<file path="config.mk">
export PLATFORM = sky130hd
export DESIGN_NAME = timer_counter_flat
export DESIGN_NICKNAME = d
export VERILOG_FILES = /design/src/rtl/timer_pkg.sv /design/src/rtl/timer_counter_if.sv /design/src/rtl/timer_prescaler.sv /design/src/rtl/timer_counter.sv /design/src/flat_wrapper.sv
export SDC_FILE = /design/constraint.sdc
export NUM_CORES = 1
export LEC_CHECK = 0
export ABC_CLOCK_PERIOD_IN_PS = 2800
export BUFFER_PORTS_ARGS = -buffer_cell sky130_fd_sc_hd__buf_2
export CORE_ASPECT_RATIO = 0.9
export CORE_MARGIN = 3
export CORE_UTILIZATION = 50
export DETAILED_ROUTE_END_ITERATION = 16
export PLACE_DENSITY_LB_ADDON = 0.12
export SETUP_SLACK_MARGIN = 0.4
export SLEW_MARGIN = 20
export SYNTH_ARGS = -nofsm -noshare
export SYNTH_HDL_FRONTEND = slang
export SYNTH_SLANG_ARGS = --single-unit
</file>
<file path="constraint.sdc">
create_clock -name clk -period 2.8 [get_ports clk]
set_input_delay 0.84 -clock clk [delete_from_list [all_inputs] [get_ports clk]]
set_output_delay 0.84 -clock clk [all_outputs]
set_load 0.02 [all_outputs]
</file>
<file path="src/rtl/timer_pkg.sv">
// ============================================================================
// Module      : timer_pkg
// Description : Shared encodings for the timer_counter block (FSM states,
//               MODE values, register word indices, CTRL bit positions).
// Revision    : 1.0 - initial release
// ============================================================================
`default_nettype none

package timer_pkg;

    typedef enum logic [1:0] {
        S_IDLE = 2'd0,
        S_LOAD = 2'd1,
        S_CNT  = 2'd2,
        S_INT  = 2'd3
    } state_t;

    localparam logic [1:0] c_MODE_ONESHOT = 2'b00;
    localparam logic [1:0] c_MODE_RELOAD  = 2'b01;

    localparam logic [1:0] c_ADDR_CTRL     = 2'd0;
    localparam logic [1:0] c_ADDR_PRESET   = 2'd1;
    localparam logic [1:0] c_ADDR_COUNT    = 2'd2;
    localparam logic [1:0] c_ADDR_PRESCALE = 2'd3;

    localparam int c_BIT_EN      = 0;
    localparam int c_BIT_MODE_LO = 1;
    localparam int c_BIT_MODE_HI = 2;
    localparam int c_BIT_IM      = 3;

    // Only 01 reloads; the two reserved encodings fall back to one-shot.
    function automatic logic is_reload(input logic [1:0] mode);
        return (mode == c_MODE_RELOAD);
    endfunction

endpackage

`default_nettype wire

</file>
<file path="src/rtl/timer_counter_if.sv">
// ============================================================================
// Module      : timer_counter_if
// Description : Peripheral-bus port bundle of the countdown timer.
// Revision    : 1.0 - initial release
// ============================================================================
`default_nettype none

interface timer_counter_if #(
    parameter int WIDTH = 32
);
    logic [3:2]       addr;
    logic             we;
    logic [WIDTH-1:0] wdata;
    logic [WIDTH-1:0] rdata;
    logic             irq;

    modport master (output addr, output we, output wdata, input rdata, input irq);
    modport slave  (input addr, input we, input wdata, output rdata, output irq);
endinterface

`default_nettype wire

</file>
<file path="src/rtl/timer_prescaler.sv">
// ============================================================================
// Module      : timer_prescaler
// Description : Tick generator, one tick every i_div+1 enabled clocks;
//               i_clr restarts the phase.
// Revision    : 1.0 - initial release
// ============================================================================
`default_nettype none

module timer_prescaler (
    input  wire logic        clk,
    input  wire logic        reset,
    input  wire logic        i_clr,
    input  wire logic        i_en,
    input  wire logic [15:0] i_div,
    output logic             o_tick
);
    logic [15:0] r_cnt;

    // >= keeps the divider from stalling when i_div shrinks below r_cnt.
    assign o_tick = i_en && (r_cnt >= i_div);

    always_ff @(posedge clk or negedge reset) begin
        if (!reset) begin
            r_cnt <= '0;
        end else if (i_clr) begin
            r_cnt <= '0;
        end else if (i_en) begin
            r_cnt <= o_tick ? 16'd0 : r_cnt + 16'd1;
        end
    end
endmodule

`default_nettype wire

</file>
<file path="src/rtl/timer_counter.sv">
// ============================================================================
// Module      : timer_counter
// Description : Memory-mapped countdown timer with one-shot / auto-reload
//               modes and an interrupt request for CP0. Optional PRESCALE
//               register enabled by macro TIMER_PRESCALE_EN.
// Revision    : 1.0 - initial release
// ============================================================================
`default_nettype none

module timer_counter
    import timer_pkg::*;
#(
    parameter int         WIDTH      = 32,
    parameter logic [1:0] RESET_MODE = 2'b00
) (
    input  wire logic      clk,
    input  wire logic      reset,
    timer_counter_if.slave bus
);
    localparam logic [WIDTH-1:0] c_ONE = WIDTH'(1);

    state_t           r_state;
    state_t           w_state_nxt;
    logic             r_en;
    logic [1:0]       r_mode;
    logic             r_im;
    logic             r_irq_flag;
    logic [WIDTH-1:0] r_preset;
    logic [WIDTH-1:0] r_count;
    logic             w_load;
    logic             w_dec;
    logic             w_zero;
    logic             w_int_hit;
    logic             w_tick;
    logic             w_wr_ctrl;
    logic             w_wr_preset;

    assign w_wr_ctrl   = bus.we && (bus.addr == c_ADDR_CTRL);
    assign w_wr_preset = bus.we && (bus.addr == c_ADDR_PRESET);

`ifdef TIMER_PRESCALE_EN
    logic [15:0] r_prescale;
    logic        w_wr_prescale;

    assign w_wr_prescale = bus.we && (bus.addr == c_ADDR_PRESCALE);

    always_ff @(posedge clk or negedge reset) begin
        if (!reset) begin
            r_prescale <= '0;
        end else if (w_wr_prescale) begin
            r_prescale <= bus.wdata[15:0];
        end
    end

    timer_prescaler u_prescaler (
        .clk    (clk),
        .reset  (reset),
        .i_clr  (w_load),
        .i_en   (r_state == S_CNT),
        .i_div  (r_prescale),
        .o_tick (w_tick)
    );
`else
    assign w_tick = 1'b1;
`endif

    always_ff @(posedge clk or negedge reset) begin
        if (!reset) begin
            r_state <= S_IDLE;
        end else begin
            r_state <= w_state_nxt;
        end
    end

    always_comb begin
        w_state_nxt = r_state;
        w_load      = 1'b0;
        w_dec       = 1'b0;
        w_zero      = 1'b0;
        w_int_hit   = 1'b0;
        case (r_state)
            S_IDLE: if (r_en) w_state_nxt = S_LOAD;
            S_LOAD: begin
                w_load      = 1'b1;
                w_state_nxt = S_CNT;
            end
            S_CNT: begin
                if (!r_en) begin
                    w_state_nxt = S_IDLE;
                end else if (w_tick) begin
                    if (r_count > c_ONE) begin
                        w_dec = 1'b1;
                    end else begin
                        w_zero      = 1'b1;
                        w_state_nxt = S_INT;
                    end
                end
            end
            S_INT: begin
                w_int_hit   = 1'b1;
                w_state_nxt = is_reload(r_mode) ? S_LOAD : S_IDLE;
            end
            default: w_state_nxt = S_IDLE;
        endcase
    end

    // A CTRL write wins over the one-shot EN clear and over the flag update.
    always_ff @(posedge clk or negedge reset) begin
        if (!reset) begin
            r_en       <= 1'b0;
            r_mode     <= RESET_MODE;
            r_im       <= 1'b0;
            r_irq_flag <= 1'b0;
            r_preset   <= '0;
            r_count    <= '0;
        end else begin
            if (w_wr_ctrl) begin
                r_en   <= bus.wdata[c_BIT_EN];
                r_mode <= bus.wdata[c_BIT_MODE_HI:c_BIT_MODE_LO];
                r_im   <= bus.wdata[c_BIT_IM];
            end else if (w_int_hit && !is_reload(r_mode)) begin
                r_en <= 1'b0;
            end

            if (w_wr_ctrl) begin
                r_irq_flag <= 1'b0;
            end else if (w_int_hit) begin
                r_irq_flag <= 1'b1;
            end else if (is_reload(r_mode)) begin
                r_irq_flag <= 1'b0;
            end

            if (w_wr_preset) begin
                r_preset <= bus.wdata;
            end

            if (w_load) begin
                r_count <= r_preset;
            end else if (w_dec) begin
                r_count <= r_count - c_ONE;
            end else if (w_zero) begin
                r_count <= '0;
            end
        end
    end

    always_comb begin
        bus.rdata = '0;
        case (bus.addr)
            c_ADDR_CTRL:   bus.rdata = {{(WIDTH-4){1'b0}}, r_im, r_mode, r_en};
            c_ADDR_PRESET: bus.rdata = r_preset;
            c_ADDR_COUNT:  bus.rdata = r_count;
`ifdef TIMER_PRESCALE_EN
            c_ADDR_PRESCALE: bus.rdata = {{(WIDTH-16){1'b0}}, r_prescale};
`endif
            default:       bus.rdata = '0;
        endcase
    end

    assign bus.irq = r_im & r_irq_flag;

endmodule

`default_nettype wire

</file>
<file path="src/flat_wrapper.sv">
// flat-port wrapper written by rule: the top's interface ports become plain ports
module timer_counter_flat import timer_pkg::*;
#(
    parameter int         WIDTH      = 32,
    parameter logic [1:0] RESET_MODE = 2'b00
)
  (clk, reset, bus_addr, bus_we, bus_wdata, bus_rdata, bus_irq);
  timer_counter_if #(.WIDTH(WIDTH)) bus_i ();
  input  wire logic clk;
  input  wire logic reset;
  input wire logic [$bits(bus_i.addr)-1:0] bus_addr;
  input wire logic [$bits(bus_i.we)-1:0] bus_we;
  input wire logic [$bits(bus_i.wdata)-1:0] bus_wdata;
  output wire logic [$bits(bus_i.rdata)-1:0] bus_rdata;
  output wire logic [$bits(bus_i.irq)-1:0] bus_irq;
  assign bus_i.addr = bus_addr;
  assign bus_i.we = bus_we;
  assign bus_i.wdata = bus_wdata;
  assign bus_rdata = bus_i.rdata;
  assign bus_irq = bus_i.irq;
  timer_counter #(.WIDTH(WIDTH), .RESET_MODE(RESET_MODE)) u_core (.clk(clk), .reset(reset), .bus(bus_i));
endmodule
</file>
Yosys cells after proc, flatten, opt, wreduce, memory -nomap -nowiden
Index checks and enable logic that the tools add are counted.
Storage, ports and cells
  register bits: 71
  output and inout bits: 33
Operators by class
  add/sub/neg operators: 1
  $lt $le $gt $ge: 1
  equal/unequal tests: 8
  muxes and demuxes: 22
  bitwise operators: 1
  reductions and logical operators: 10
Operators by type and width (count)
  two-way mux 32 bit: 3
  one-hot mux 32 bit (3 select lines): 1
  greater-than comparator 32 x 1 -> 1 bit (second input constant): 1
  subtractor 32 x 1 -> 32 bit (second input constant): 1
  two-way mux 1 bit: 14
  one-hot mux 2 bit (4 select lines): 1
  equality test 2 x 1 -> 1 bit (second input constant): 3
  equality test 2 bit (second input constant): 3
  two-way mux 2 bit: 3
  nonzero test 3 bit: 2
  logical NOT 2 bit: 2
  logical AND 1 bit: 3
  != test 3 bit (second input constant): 1
  != test 2 x 1 -> 1 bit (second input constant): 1
  AND reduction 2 bit: 1
  nonzero test 2 bit: 1
  bitwise AND 1 bit: 1
  logical NOT 1 bit: 1

Longest topological paths before layout
Gate-level depths: netlist of the first run.
  word-level depth: 7
  gate-level depth with buffers: 10
  mapped depth without buffers: 7

Least setup slack after synthesis of the first run
No wires, ideal clock.
  path kind: in2out
  start: in bus_addr[1]
  end: out bus_rdata[10]
  data arrival time: 2110 ps
  data required time: 1960 ps
  path slack: -150 ps
  cell stages on the path: 5
  cell sequence: clkbuf_1 nor2b_1 clkbuf_1 buf_1 a22o_1
Between the ends
  longest elaborated chain between the ends: 2
Ends and longest elaborated chain
  start, declared: line flat_wrapper.sv:11  | input wire logic [$bits(bus_i.addr)-1:0] bus_addr;
  equality test 2 bit (tied with other cells): line timer_counter.sv:149  | case (bus.addr)
  one-hot mux 32 bit (3 select lines) *: line timer_counter.sv:149
  end, declared: line flat_wrapper.sv:14  | output wire logic [$bits(bus_i.rdata)-1:0] bus_rdata;
Mark *: on every way between the ends. The rest lies on a longest branch, timed or not.

Worst setup path in the final report of the first run
  start: in bus_addr[0]
  end: out bus_rdata[27]
The elaborated chain is that of the path after synthesis.

==> results.toml, run 1 <==
[power]
combPwrFrac_pct = 46.2
p_switching_uw = 2082
clkPwrFrac_pct = 18.8
p_leak_uw = 0.002544
ir_worst_vdd_uv = 446.3
sw_frac_of_total_pct = 39.81
p_per_area_nw_per_um2 = 904.6
p_int_uw = 3148
p_seq_share_pct = 35.0

[sta]
worst_slack_ns = 0.2059
fin_setup_tns_ns = 0
finalClockSkew_ns = 0.006360
rsz0062_at_grt = "yes"
fin_crit_ns = 2.594
setup_violations = 0
tightestPinTransition_ns = 0.6319
finalHoldViolCount = 0
maxSlewViolCount = 0
holdWs_ns = 0.4979
slew_headroom_pct = 57.83
min_period_over_period_pct = 92.65
max_freq_ghz = 0.3855

[critical_path]
path_cells = "buf_8, nor2b_4, buf_12, buf_16, a22o_4, buf_6"
critical_path_class = "input port to output port"
slowest_stage = "a22o_4"
critPathMaxStageDelay_ns = 0.24
cp.required_ns = 1.96
r2r_slack_ns = 0.24
cp-end-kind = "output port"
crit_path_start_kind = "input port"
crit_path_max_fanout = 7
arrival_ns = 1.75

[drt]
vias = 3666
dr.pass1.iters = 5
drt-vias-per-instance = 6.214
drc = 0
wl_per_cell_um = 19.57
dr.first_iter.drc_count = 251
wirelength_um = 11550
detail-route-antenna-nets = 0

[floorplanning]
num_io_pins = 70
coreArea_um2 = 7657
start_util_pct = 52.03
dieArea_um2 = 9076
rows = 30
fp.dieH_um = 90.68
die_w_um = 100.1

[finish]
area_delta_synth_final_pct = 45.13
antenna_cells = 0
drive_above_1_share_pct = 47.17
fin_cells = 590
nets = 529

[min_path]
hold_path.class = "input port to async pin"

[clock_tree]
cts_num_sinks = 71
cts_tree = "done"
clock-root-buffer = "clkbuf_8"
clock_latency_ns = 0.35
cts_buffer_depth = 2
ctsHoldBuffers = 0
clk_pin_slew_ns = 0.07
cts_buffers = 9
cts_max_level = 3

[synthesis]
synth_area_per_cell_um2 = 10.27
synth_edf_count = 0
synth.distinct_cells = 48
synth_cells = 388
yosys_warnings = 0
synth_nets = 427
synth-seq-cells = 71
synthFlopType = "dfrtp_1"
syn_area_um2 = 3984
seq_area_frac_synth_pct = 44.60
async_flop_share_pct = 100.0

[global_route]
antenna_found_initial = 0
grt_pass1_vias = 3542
grt_max_degree = 72
grt_pass1_wl_um = 18920
grt_overflow_total = 0
grt.total_usage_pct = 26.04

[place]
dp_worst_setup_slack_ns = 0.1269
gp_congestion = 0.9867
dpl.hpwl_um = 7530
port_buffers = 69
place_inst = 551

[run_status]
status = "complete, no violations"

[run]
cap_violations = 0
## metrics by stage
stage / util, % / instance area [µm²] / total power, µW
floorplan: - / 4425 / 3206
global placement: 64.30 / 4923 / 3807
detailed placement: 64.30 / 4923 / 3873
CTS: 74.36 / 5694 / 5144
global route: 75.51 / 5782 / 5537
finish: 75.51 / 5782 / 5230
## what timing repair did
action,in CTS,in global routing
cloned,4,0
pin swaps,31,7
setup buffers,15,5
gates resized for setup,87,15
endpoints found under the setup margin,61,60
## critical path: cells and delay by family
family                 cells  cell delay, ns
buffers and inverters      4            0.52
and+or+nand+nor            1            0.14
AOI/OAI and AO/OA          1            0.24
## state kept, by name, indices dropped and copies added, names as in the netlist
signal / flops
u_core.r_count: 32
u_core.r_preset: 32
u_core.r_mode: 2
u_core.r_state: 2
u_core.r_en: 1
u_core.r_im: 1
u_core.r_irq_flag: 1
## power groups by stage
stage	Clock [µW]	Sequential (µW)	Combinational (µW)
after floorplan	0	1690	1510
after global placement	0	1820	1990
after detailed placement	0	1840	2040
after CTS	997	1810	2340
after global routing	1040	1890	2610
final	983	1830	2420
## layer usage
layer	vias up	global-route usage (%)	share of wire (%)
li1	1673	-	-
met1	1823	37.62	44
met2	149	40.33	48
met3	21	4.402	6.7
met4	0	7.183	1.3
met5	-	0	0
## final cells by class
| class | count | area, µm² |
|---|---|---|
| clock buffers | 9 | 123.9 |
| clock inverters | 6 | 110.1 |
| fillers | 528 | 1876 |
| inverters | 6 | 22.52 |
| multi-input cells | 281 | 2425 |
| flip-flops and latches | 71 | 1780 |
| well taps | 96 | 120.1 |
| repair buffers | 121 | 1200 |
## final timing paths
kind,start,to,cells past startpoint
max,bus_addr[0],bus_rdata[27],6
min,reset,u_core.r_preset[3]$_DFFE_PN0P_,2
max reg2reg,u_core.r_count[26]$_DFFE_PN0P_,u_core.r_count[29]$_DFFE_PN0P_,7
min reg2reg,u_core.r_preset[11]$_DFFE_PN0P_,u_core.r_count[11]$_DFFE_PN0P_,2
max in group asynchronous,reset,u_core.r_count[13]$_DFFE_PN0P_,2
min in group clk,u_core.r_preset[11]$_DFFE_PN0P_,u_core.r_count[11]$_DFFE_PN0P_,2
## cell usage in the layout (no fill, tap or decap), types with 5 or more instances in the layout
| cell | n |
|---|---|
| buf_12 | 11 |
| o31a_1 | 7 |
| clkbuf_8 | 9 |
| buf_6 | 41 |
| inv_1 | 6 |
| a21oi_1 | 5 |
| a22o_4 | 26 |
| nor3_1 | 14 |
| mux2_2 | 35 |
| xor2_1 | 8 |
| nor2_1 | 7 |
| nand4_1 | 7 |
| o211ai_1 | 12 |
| o21ai_0 | 8 |
| buf_2 | 35 |
| nand3_1 | 6 |
| or4_4 | 6 |
| dfrtp_1 | 68 |
| nor4_1 | 14 |
| o21ai_2 | 10 |
| o21ai_4 | 6 |
| buf_4 | 29 |
| xnor2_1 | 9 |
| nand2_1 | 29 |
| a22oi_1 | 13 |
## Yosys cell counts (2+ instances only)
cell type	instances	area share (%)
a21oi_1	6	0.75
nor2b_1	5	0.79
o211ai_1	12	2.3
nand2_1	33	3.1
and3_1	3	0.47
dfrtp_1	71	45
o21ai_2	10	2.2
a22oi_1	13	2.4
nand3b_1	2	0.38
nor4_1	14	2.2
o21ai_0	16	2.0
nand4_1	7	1.1
nor3_1	14	1.8
xnor2_1	9	2.0
nor3b_1	2	0.38
buf_2	2	0.25
inv_1	6	0.57
buf_1	4	0.38
clkbuf_1	21	2.0
a22o_1	28	6.2
xor2_1	8	1.8
mux2_2	35	9.9
or4_1	7	1.3
o31a_1	7	1.5
ha_1	2	0.63
o41ai_1	2	0.44
nor2_1	8	0.75
a31oi_1	4	0.63
nand2b_1	3	0.47
mux2i_1	4	1.0
and2_1	4	0.63
nand3_1	6	0.75
or3_1	5	0.79
## kinds of logic after synthesis
logic type / synth area share, %
multiplexers: 10.90
flip-flops: 44.60
adder cells (fa/ha/maj): 0.6280
AO/OA/AOI/OAI: 19.69
buffers and inverters: 3.957
AND/OR/NAND/NOR: 16.49
XOR/XNOR: 3.738
(Power assumes the default switching activity.)
==> run 2, diff against run 1 <==
--- a/config.mk
+++ b/config.mk
@@ -5,6 +5,7 @@
 export SDC_FILE = /design/constraint.sdc
 export NUM_CORES = 1
 export LEC_CHECK = 0
+export ABC_AREA = 1
 export ABC_CLOCK_PERIOD_IN_PS = 2800
 export BUFFER_PORTS_ARGS = -buffer_cell sky130_fd_sc_hd__buf_2
 export CORE_ASPECT_RATIO = 0.9
==> results.toml, run 2 <==
[run_status]
status = "complete, no violations"

[synthesis]
yosys.area.top_type_share_pct = 43.04
syn_area_um2 = 4128
ys_top_cells_by_count = "nand2_1, inv_1, nor2_1"
async_flop_share_pct = 100.0
synth_nets = 599
synth_area_per_cell_um2 = 7.371
yosys_warnings = 0
synth_edf_count = 0
synthFlopType = "dfrtp_1"
synth.distinct_cells = 27
synth-seq-cells = 71
synth_top_cell_by_area = "dfrtp_1"
synth_cells = 560
yosys-top-cells-area = "dfrtp_1, nand2_1, o22ai_1, inv_1, nor2_1"
seq_area_frac_synth_pct = 43.04
yosysMostFrequentCell = "nand2_1"

[sta]
maxSlewViolCount = 0
setup_violations = 0
fin_setup_tns_ns = 0
min_period_over_period_pct = 88.68
tightestPinTransition_ns = 0.4981
max_freq_ghz = 0.4027
fin_crit_ns = 2.483
slew_headroom_pct = 66.67
finalClockSkew_ns = 0.01555
rsz0062_at_grt = "yes"
finalHoldViolCount = 0

[power]
p_per_area_nw_per_um2 = 902.1
p_seq_share_pct = 34.0
p_leak_uw = 0.002604
sw_frac_of_total_pct = 44.50
clkPwrFrac_pct = 16.0
combPwrFrac_pct = 50.0
p_int_uw = 2751
ir_worst_vdd_uv = 450.9
p_switching_uw = 2206

[run]
cap_violations = 0

[clock_tree]
cts_tree = "done"
cts_num_sinks = 71
cts_buffers = 9
clk_pin_slew_ns = 0.07
clock_latency_ns = 0.35
cts_buffer_depth = 2
cts_max_level = 3
ctsHoldBuffers = 0
clock-root-buffer = "clkbuf_8"

[finish]
nets = 671
drive_above_1_share_pct = 22.01
fillCellCount = 623
stdcell_area_um2 = 5495
area_delta_synth_final_pct = 33.13
antenna_cells = 0
top_regs = "u_core.r_count: 32 flops, u_core.r_preset: 32 flops"
mostFrequentLayoutCells = "nand2_1, inv_1, nor2_1"
fin_cells = 732
final_common_cell = "nand2_1"

[drt]
detail-route-antenna-nets = 0
drc = 0
drt-vias-per-instance = 5.436
vias = 3979
wirelength_um = 11580
dr.first_iter.drc_count = 213
dr.pass1.iters = 5
wl_per_cell_um = 15.82

[min_path]
hp-start = "u_core.r_preset[3]$_DFFE_PN0P_"
hold_path.class = "flop to flop"
whs_path_depth = 2
hold_path_end = "u_core.r_preset[3]$_DFFE_PN0P_"

[global_route]
antenna_found_initial = 0
grt_pass1_wl_um = 19240
grt_overflow_total = 0
grt_max_degree = 72
grt_pass1_vias = 3958
grt.total_usage_pct = 26.17

[floorplanning]
coreArea_um2 = 7770
die_w_um = 101.8
rows = 30
fp.dieH_um = 92.20
num_io_pins = 70
dieArea_um2 = 9383
start_util_pct = 53.12

[critical_path]
crit_path_max_fanout = 13
cp-end-kind = "output port"
crit_path_start_kind = "input port"
cp_common_cell = "buf_12"
critPathMaxStageDelay_ns = 0.17
r2r_cells = 11
r2r-start = "u_core.r_count[0]$_DFFE_PN0P_"
r2r-end = "u_core.r_count[30]$_DFFE_PN0P_"
slowest_stage = "buf_12"
cp.required_ns = 1.96
path_buf_inv = 4
path_cells = "buf_12, nor2_4, inv_4, buf_12, o22ai_1, buf_4"
critical_path.top_delay_family = "buffers and inverters"
critical_path_class = "input port to output port"
arrival_ns = 1.64
r2r_slack_ns = 0.73

[place]
port_buffers = 69
place_inst = 713
gp_congestion = 0.8954
dpl.hpwl_um = 7526
dpl_cell_area_um2 = 4767
-- run 2: worst max-delay path by stage --
| stage | from | to | depth (start not counted) |
|---|---|---|---|
| 2_1_floorplan | bus_addr[0] | bus_rdata[10] | 5 |
| 3_3_place_gp | bus_addr[0] | bus_rdata[3] | 7 |
| 3_5_place_dp | bus_addr[0] | bus_rdata[19] | 7 |
| 4_1_cts | bus_addr[1] | bus_rdata[3] | 6 |
| 5_1_grt | bus_addr[1] | bus_rdata[3] | 6 |
| 6_report | bus_addr[1] | bus_rdata[22] | 6 |
-- run 2: final cells by class --
type	count	area, µm²	share of cell area, %
inverter	92	355.3	6.466
clock inverter	4	47.55	0.8652
clock buffer	11	131.4	2.391
sequential	71	1777	32.33
tap	96	120.1	2.186
timing repair buffer	81	768.2	13.98
multi-input combinational	377	2296	41.78
-- run 2: power by group through the flow --
stage / combinational, µW / clock, µW / sequential, µW
final: 2480 / 791 / 1690
after global routing: 2770 / 849 / 1730
after CTS: 2410 / 808 / 1670
after detailed placement: 2150 / 0 / 1690
after global placement: 2110 / 0 / 1670
after floorplan: 1700 / 0 / 1600
-- run 2: what timing repair did --
item                                    4_1_cts  5_1_grt
endpoints found under the setup margin       32       32
gates resized for setup                     102       10
buffers inserted                              1        0
pin swaps                                     5        2
gates cloned                                  3        0
-- run 2: kinds of logic (layout without fill, tap and decap cells) --
family	Yosys count	in the layout	synth area share, %
and+or+nand+nor	222	222	22.10
buffers and inverters	112	188	10.61
xor gates and xnor gates	15	15	3.183
AOI/OAI and AO/OA	138	138	20.46
adders and majority gates	2	2	0.6061
DFF	71	71	43.04
-- run 2: worst reg2reg max path: cells and delay by family, from the launching register on --
kind,cells,cell delay [ns]
buffers and inverters,2,0.34
and+or+nand+nor,8,1.00
adders and majority gates,1,0.22
DFF,1,0.40
-- run 2: metal layers --
metal  GRT usage, %  routed length (µm)  vias up  share of wire, %
met5              0                   0        -                 0
met4          8.416                 221        0               1.9
met3          4.867                 707       19               6.1
met2          40.41                5221      151                45
met1          36.94                5426     1850                47
li1               -                   -     1959                 -
-- run 2: per-stage QoR --
| step | worst slack, ns | hold slack, ns | power (µW) | util, % |
|---|---|---|---|---|
| final | 0.3169 | 0.4891 | 4957 | 70.72 |
| after CTS | 0.3203 | 0.4935 | 4895 | 70.05 |
| after detailed placement | 0.1804 | 0.4750 | 3840 | 61.35 |
| after global placement | 0.2323 | 0.4666 | 3781 | 61.35 |
| after global routing | 0.2717 | 0.5180 | 5342 | 70.72 |
| after floorplan | 0.3580 | 0.4530 | 3307 | - |
==> run 3, diff against run 2 <==
--- a/config.mk
+++ b/config.mk
@@ -5,10 +5,10 @@
 export SDC_FILE = /design/constraint.sdc
 export NUM_CORES = 1
 export LEC_CHECK = 0
-export ABC_AREA = 1
+export ABC_AREA = 0
 export ABC_CLOCK_PERIOD_IN_PS = 2800
 export BUFFER_PORTS_ARGS = -buffer_cell sky130_fd_sc_hd__buf_2
-export CORE_ASPECT_RATIO = 0.9
+export CORE_ASPECT_RATIO = 0.7
 export CORE_MARGIN = 3
 export CORE_UTILIZATION = 50
 export DETAILED_ROUTE_END_ITERATION = 16
==> results.toml, run 3 (synthesis results as in run 1) <==
[floorplanning]
rows = 26
die_w_um = 112.7
num_io_pins = 70
fp.dieH_um = 80.68
start_util_pct = 53.01
coreArea_um2 = 7515
dieArea_um2 = 9092

[critical_path]
critical_path_class = "input port to output port"
cp_common_cell = "buf_12"
crit_path_max_fanout = 7
arrival_ns = 1.74
crit_path_start_kind = "input port"
path_buf_inv = 4
slowest_stage = "a22o_4"
cp.required_ns = 1.96
cp-end-kind = "output port"
critPathMaxStageDelay_ns = 0.24
path_cells = "buf_12, nor2b_4, buf_12, buf_12, a22o_4, buf_6"
critical_path.top_delay_family = "buffers and inverters"

[global_route]
antenna_found_initial = 0
grt_pass1_vias = 3682
use_met3_pct = 6.325
grt.met1_usage_pct = 38.97
grt_use_met2_pct = 44.39
grt-busiest-layer = "met2"
grt_pass1_wl_um = 19880
grt.total_usage_pct = 28.44
grt_max_degree = 72
grt_overflow_total = 0

[power]
p_per_area_nw_per_um2 = 955.1
combPwrFrac_pct = 43.6
p_seq_share_pct = 32.7
totalPowerFinal_uw = 5680
p_switching_uw = 2227
clkPwrFrac_pct = 23.7
p_int_uw = 3453
ir_worst_vdd_uv = 614.9
p_leak_uw = 0.002597
sw_frac_of_total_pct = 39.21

[sta]
finalHoldViolCount = 0
tightestPinTransition_ns = 0.7230
fin_setup_tns_ns = 0
max_freq_ghz = 0.3876
setup_violations = 0
fin_crit_ns = 2.580
finalClockSkew_ns = 0.003783
min_period_over_period_pct = 92.13
slew_headroom_pct = 51.80
maxSlewViolCount = 0
rsz0062_at_grt = "yes"

[clock_tree]
ctsHoldBuffers = 0
clock-root-buffer = "clkbuf_16"
cts_buffers = 9
clk_pin_slew_ns = 0.06
cts_max_level = 3
cts_tree = "done"
cts_buffer_depth = 2
clock_latency_ns = 0.34
cts_num_sinks = 71

[finish]
final_util_pct = 79.14
fillCellCount = 456
regArea_um2 = 1782
top_regs = "u_core.r_count: 32 flops, u_core.r_preset: 32 flops"
antenna_cells = 0
fin_cells = 592
nets = 528
final_common_cell = "dfrtp_1"
stdcell_area_um2 = 5947
area_delta_synth_final_pct = 49.28
drive_above_1_share_pct = 48.38
multi_input_area_um2 = 2474
mostFrequentLayoutCells = "dfrtp_1, buf_6, mux2_2, buf_2, nand2_1"

[drt]
drc = 0
drt-vias-per-instance = 6.284
wl_per_cell_um = 21.04
dr.pass1.iters = 5
vias = 3720
wirelength_um = 12460
detail-route-antenna-nets = 0
dr.first_iter.drc_count = 314

[min_path]
hold_path.class = "input port to async pin"

[place]
place_inst = 552
port_buffers = 69
dpl.hpwl_um = 7638
dpl_cell_area_um2 = 4918
gp_congestion = 0.9478

[run_status]
status = "complete, no violations"

[run]
cap_violations = 0
## run 3: path summary, 6_finish.rpt
path | from | end | slack, ns | cells past startpoint
hold / removal | reset | u_core.r_im$_DFFE_PN0P_ | 0.50 | 2
hold reg to reg | u_core.r_preset[8]$_DFFE_PN0P_ | u_core.r_count[8]$_DFFE_PN0P_ | 0.54 | 2
setup / recovery | bus_addr[0] | bus_rdata[17] | 0.22 | 6
setup reg to reg | u_core.r_count[0]$_DFFE_PN0P_ | u_core.r_count[6]$_DFFE_PN0P_ | 0.27 | 9
max in group asynchronous | reset | u_core.r_count[2]$_DFFE_PN0P_ | 1.93 | 2
min in group clk | u_core.r_preset[8]$_DFFE_PN0P_ | u_core.r_count[8]$_DFFE_PN0P_ | 0.54 | 2
## run 3: power groups by stage
stage / logic, µW / clock network (µW) / registers, µW
floorplan: 1510 / 0 / 1690
global placement: 1960 / 0 / 1840
detailed placement: 2010 / 0 / 1860
CTS: 2360 / 1350 / 1830
global route: 2660 / 1400 / 1910
finish: 2480 / 1340 / 1860
## run 3: timing repair
item,CTS,global route
setup buffers,15,2
resized for setup,97,17
setup endpoints to repair,62,64
cloned,6,1
pin swaps,26,7
endpoints found under the hold margin,0,0
## run 3: worst register-to-register path, delay by kind of cell, from the launching register on
family                     cells  cell delay (ns)
adders and majority gates      1             0.20
DFF                            1             0.47
AOI/OAI and AO/OA              3             0.35
and+or+nand+nor                2             1.00
buffers and inverters          3             0.40
## run 3: stage by stage
step,setup WS (ns),hold slack (ns)
after CTS,0.2347,0.5403
after global routing,0.2104,0.5609
after detailed placement,0.1497,0.5180
after global placement,0.1739,0.5104
final,0.2203,0.4988
after floorplan,0.2967,0.4756
## run 3: final cells by class
class	instances	share of cell area (%)
well taps	98	2.062
clock inverters	7	2.020
multi-input cells	282	41.59
inverters	6	0.3787
repair buffers	119	20.20
clock buffers	9	3.787
flip-flops and latches	71	29.96
## run 3: layer usage
layer / wire [µm] / up-vias / share of wire (%)
met3: 964 / 20 / 7.7
met1: 5535 / 1845 / 44
li1: - / 1686 / -
met5: 0 / - / 0
met4: 252 / 0 / 2.0
met2: 5706 / 169 / 46
